**config.mk**
```make
export PLATFORM = sky130hd
export DESIGN_NAME = pipe_reg_elastic
export DESIGN_NICKNAME = d
export VERILOG_FILES = /design/src/rtl/pipe_pkg.sv /design/src/rtl/pipe_stage.sv /design/src/rtl/pipe_reg_elastic.sv
export SDC_FILE = /design/constraint.sdc
export NUM_CORES = 1
export LEC_CHECK = 0
export CAP_MARGIN = 20
export CELL_PAD_IN_SITES_DETAIL_PLACEMENT = 2
export CELL_PAD_IN_SITES_GLOBAL_PLACEMENT = 2
export CORE_MARGIN = 4
export CORE_UTILIZATION = 25
export DETAILED_ROUTE_END_ITERATION = 8
export PLACE_DENSITY = 0.78
export RECOVER_POWER = 100
export SLEW_MARGIN = 15
export SYNTH_ARGS = -nofsm -noshare
export SYNTH_HDL_FRONTEND = slang
export SYNTH_SLANG_ARGS = --single-unit
```
**constraint.sdc**
```tcl
create_clock -name clk -period 1.1 [get_ports clk]
set_clock_uncertainty 0.1 [all_clocks]
set_input_delay 0.22 -clock clk [delete_from_list [all_inputs] [get_ports clk]]
set_output_delay 0.22 -clock clk [all_outputs]
set_load 0.05 [all_outputs]
```
**src/rtl/pipe_pkg.sv**
```systemverilog
// Shared helpers for the elastic pipeline register.
// Holds the constant-function used to size the occupancy counter.
package pipe_pkg;

  function automatic int clog2(input int value);
    int result;
    int v;
    result = 0;
    v = value - 1;
    while (v > 0) begin
      result = result + 1;
      v = v >> 1;
    end
    return result;
  endfunction

endpackage

```
**src/rtl/pipe_stage.sv**
```systemverilog
// One stage of the elastic pipeline: a valid flag plus a payload register.
// Payload only changes when a valid beat is loaded, so bubbles never overwrite data.
module pipe_stage #(
  parameter int               WIDTH       = 32,
  parameter logic [WIDTH-1:0] RESET_VALUE = '0
) (
  input  logic             clk,
  input  logic             reset,
  input  logic             flush,
  input  logic             load,
  input  logic             vin,
  input  logic [WIDTH-1:0] din,
  output logic             vout,
  output logic [WIDTH-1:0] dout
);

  logic             r_valid;
  logic [WIDTH-1:0] r_data;

  // Reset beats flush; flush beats a load.
  always_ff @(posedge clk) begin
    if (reset) begin
      r_valid <= 1'b0;
    end else if (flush) begin
      r_valid <= 1'b0;
    end else if (load) begin
      r_valid <= vin;
    end
  end

  // Flush leaves the payload untouched.
  always_ff @(posedge clk) begin
    if (reset) begin
      r_data <= RESET_VALUE;
    end else if (!flush && load && vin) begin
      r_data <= din;
    end
  end

  assign vout = r_valid;
  assign dout = r_data;

endmodule

```
**src/rtl/pipe_reg_elastic.sv**
```systemverilog
// Elastic pipeline register: DEPTH stages with bubble collapsing, flush and occupancy count.
// The ready chain and popcount live here; storage lives in pipe_stage.
module pipe_reg_elastic
  import pipe_pkg::*;
#(
  parameter int               WIDTH       = 32,
  parameter int               DEPTH       = 2,
  parameter logic [WIDTH-1:0] RESET_VALUE = '0
) (
  input  logic                        clk,
  input  logic                        reset,
  input  logic                        flush,
  input  logic                        in_valid,
  output logic                        in_ready,
  input  logic [WIDTH-1:0]            in_data,
  output logic                        out_valid,
  input  logic                        out_ready,
  output logic [WIDTH-1:0]            out_data,
  output logic [clog2(DEPTH+1)-1:0]   count
);

  localparam int CNT_W = clog2(DEPTH + 1);

  // Handshake: a beat transfers on a rising edge where valid and ready are both 1;
  // valid never waits on ready, and a raised valid holds its data until the transfer.
  logic [DEPTH:0]   w_rdy;
  logic [DEPTH-1:0] w_v;
  logic [WIDTH-1:0] w_d [DEPTH];
  logic             w_in_fire;
  logic [CNT_W-1:0] w_count;

  // A stage can load when it is empty or the stage ahead of it is moving.
  assign w_rdy[DEPTH] = out_ready;
  for (genvar i = 0; i < DEPTH; i++) begin : g_rdy
    assign w_rdy[i] = !w_v[i] | w_rdy[i+1];
  end

  assign in_ready  = w_rdy[0] & !flush & !reset;
  assign w_in_fire = in_valid & in_ready;

  for (genvar i = 0; i < DEPTH; i++) begin : g_stage
    if (i == 0) begin : g_first
      pipe_stage #(
        .WIDTH       (WIDTH),
        .RESET_VALUE (RESET_VALUE)
      ) u_stage (
        .clk   (clk),
        .reset (reset),
        .flush (flush),
        .load  (w_rdy[i]),
        .vin   (w_in_fire),
        .din   (in_data),
        .vout  (w_v[i]),
        .dout  (w_d[i])
      );
    end else begin : g_rest
      pipe_stage #(
        .WIDTH       (WIDTH),
        .RESET_VALUE (RESET_VALUE)
      ) u_stage (
        .clk   (clk),
        .reset (reset),
        .flush (flush),
        .load  (w_rdy[i]),
        .vin   (w_v[i-1]),
        .din   (w_d[i-1]),
        .vout  (w_v[i]),
        .dout  (w_d[i])
      );
    end
  end

  always_comb begin
    w_count = '0;
    for (int i = 0; i < DEPTH; i++) begin
      w_count = w_count + CNT_W'(w_v[i]);
    end
  end

  assign out_valid = w_v[DEPTH-1];
  assign out_data  = w_d[DEPTH-1];
  assign count     = w_count;

  // A stalled output beat must hold its payload.
  property p_out_hold;
    @(posedge clk) disable iff (reset)
      (out_valid && !out_ready && !flush) |=> (out_valid && $stable(out_data));
  endproperty
  a_out_hold: assert property (p_out_hold);

  a_count_range: assert property (@(posedge clk) disable iff (reset) w_count <= CNT_W'(DEPTH));

endmodule

```
==> metrics.txt <==
status finished with violations; failing checks negative setup slack; antenna viol nets, final 0; Leak 1.66 nW; share of layout cells above drive strength 1 39.7%; total number of vias 2,794; Startpoint Class register; RSZ-0062 raised after global routing true; worst-case reg-to-reg path depth 5; core footprint 0.0103 sq mm; Post-synth top cells 66 x dfxtp_1, 64 x nand3_1, 32 x a21oi_1, 32 x nand2_1, 29 x o311ai_1; Die Wd 110 um; vias in the first global route 3,135; Worst Max-Slew Pin Slew 485 ps; setup ws final -521 ps; top-area cell type share of the netlist area 50.3%; PortBufs 72; worst path arrival time 1300 ps; Synth Register Bits 66; Avg WL per Cell 23.5 um; crit path kind reg2out; gr usage total 17.3%; adder-cell share of the synthesized area 0.477%; Mean Syn Cell Area 8.52 sq um; cell area after synthesis 0.00263 sq mm; Synth async-reset ratio 0%; Yosys top cell by area dfxtp_1; number of flops mapped to enable cells by yosys 0; relative slew slack 67.2%; Final nets 423; hold path cells 2; period utilization 147%; Synth Area in Compound Gates 23.2%; Final Core Density 46.0%; Peak Freq 0.617 GHz; Syn Nets 346; pin count of the biggest net entering global routing 35; CTS sink count 66; post-synthesis sequential area ratio 50.3%; DRC violations left 0; DP Wirelength 6.51 mm; Initial Util 25.5%; global-route wire length before repair 17.1 mm; grt total ovfl 0; Rows 37; Peak supply drop 0.000565 V; Slowest cell on crit path dfxtp_4; CTS root buf clkbuf_8; Initial DRT Pass Iterations 4; max-cap viol count 0; Critical Path RT 780 ps; DR iter-0 viols 209; initial antenna violation count 0; final slew viol count 0; worst skew pair latency 370 ps; worst hold path type in2reg; most common cell in the netlist dfxtp_1; TritonCTS clock tree yes; Ports 73; vias per inst 5.31; htree depth 3; CP endpoint kind primary output; fin cells 526; hold-fix buffers at CTS 0; CTS clk-pin slew, worst paths 70 ps; placed cells 504; drt total wl 12.4 mm; Area contributors post-synth dfxtp_1 50%, nand3_1 12%, o311ai_1 9.7%, a21oi_1 6.1%, o21ai_0 5.1%; Final Hold Fails 0; Pwr per Cell Area 1100 mW/mm^2; die area 0.0122 sq mm; total CTS buffers 9; Syn-to-layout area delta 79.9%; Yosys Warn Count 0; register area 0.00137 sq mm; multiplexer area fraction after synthesis 0%; Fillers 1,047; GP Congestion 0.717; Post-Syn Instances 308; combinational family with the most area after synthesis compound AO/OA/AOI/OAI gates; ys flop type dfxtp_1; Clock Path Buffers 2; xor and xnor area share after synthesis 0%; Crit Path Max Fanout 3; final setup violating endpoints 102; min cycle time layout 1620 ps; Die H 110 um; multi-input gate area in the final layout 0.00160 sq mm; worst-path cell chain and3b_2 > nor3_4 > buf_12; biggest cell delay along the critical path 350 ps; ANT cells 0; unique cell type count in the Yosys netlist 24; simple-gate area share of the yosys netlist 19.6%
cell families after synthesis:
| group | count (synthesis) |
|---|---|
| DFF | 66 |
| buffers and inverters | 38 |
| AOI/OAI and AO/OA | 97 |
| and+or+nand+nor | 106 |
| adders and majority gates | 1 |
where the power goes:
part / switching, W / internal [W] / leakage (nW) / total, W
clock network: 0.00106 / 0.000941 / 0.0940 / 0.00200
registers: 0.0000721 / 0.00245 / 0.554 / 0.00252
logic: 0.000365 / 0.000288 / 1.01 / 0.000653
sequential cells by signal (all words and copies together) (netlist names):
name / flops
g_stage.g_first.u_stage.dout: 32
g_stage.g_rest.u_stage.dout: 32
g_stage.g_first.u_stage.vout: 1
g_stage.g_rest.u_stage.vout: 1
cell type report:
type	instances	share of cell area [%]
multi-input cells	204	33.8
inverters	2	0.159
clock buffers	11	3.23
clock inverters	5	0.583
flip-flops and latches	66	29.0
well taps	136	3.60
repair buffers	102	29.6
stage by stage:
stage	total power, W	setup TNS [ps]	setup slack (ps)	area, sq um	hold slack (ps)
2_1_floorplan	0.00277	-9720	-465	2700	243
3_3_place_gp	0.00305	-35840	-673	3990	351
3_5_place_dp	0.00307	-41340	-751	3990	365
4_1_cts	0.00501	-21010	-490	4530	183
5_1_grt	0.00536	-28940	-578	4720	215
6_report	0.00518	-23880	-521	4720	184
placed cells by master (no fill, tap or decap), drive strengths merged:
cell type and count:
a211oi 1, a21oi 32, and2b 1, and3b 1
buf 68, clkbuf 11, clkdlybuf4s50 33, clkinv 4
clkinvlp 1, dfxtp 66, dlygate4sd2 1, ha 1
inv 2, nand2 32, nand2b 2, nand3 64
nand3b 1, nor2 1, nor2b 1, nor3 2
nor3b 1, o21ai 32, o311ai 32
critical path: cells and delay by family, from the launching register on:
kind	cells	cell delay [ps]
simple gates	2	420
flops	1	350
buf+inv	1	170
final timing paths:
kind | startpoint | to | slack (ps)
worst min-delay path | flush | g_stage[1].g_rest.u_stage.vout | 180
worst max register to register | g_stage[1].g_rest.u_stage.vout | g_stage[0].g_first.u_stage.dout[19] | -450
worst min register to register | g_stage[0].g_first.u_stage.dout[14] | g_stage[0].g_first.u_stage.dout[14] | 390
worst max-delay path | g_stage[1].g_rest.u_stage.vout | in_ready | -520
timing repair:
item,4_1_cts,5_1_grt
resized for setup,75,22
buffers inserted,3,3
setup endpoints to repair,102,102
pin swaps,4,3
layer usage:
metal	up-vias	wire length [um]	GRT usage, %
met5	-	0	0
met4	0	210	5.09
met3	16	395	3.51
met2	71	6410	31.0
met1	1415	5360	20.9
li1	1292	-	-
(Power assumes the default switching activity.)
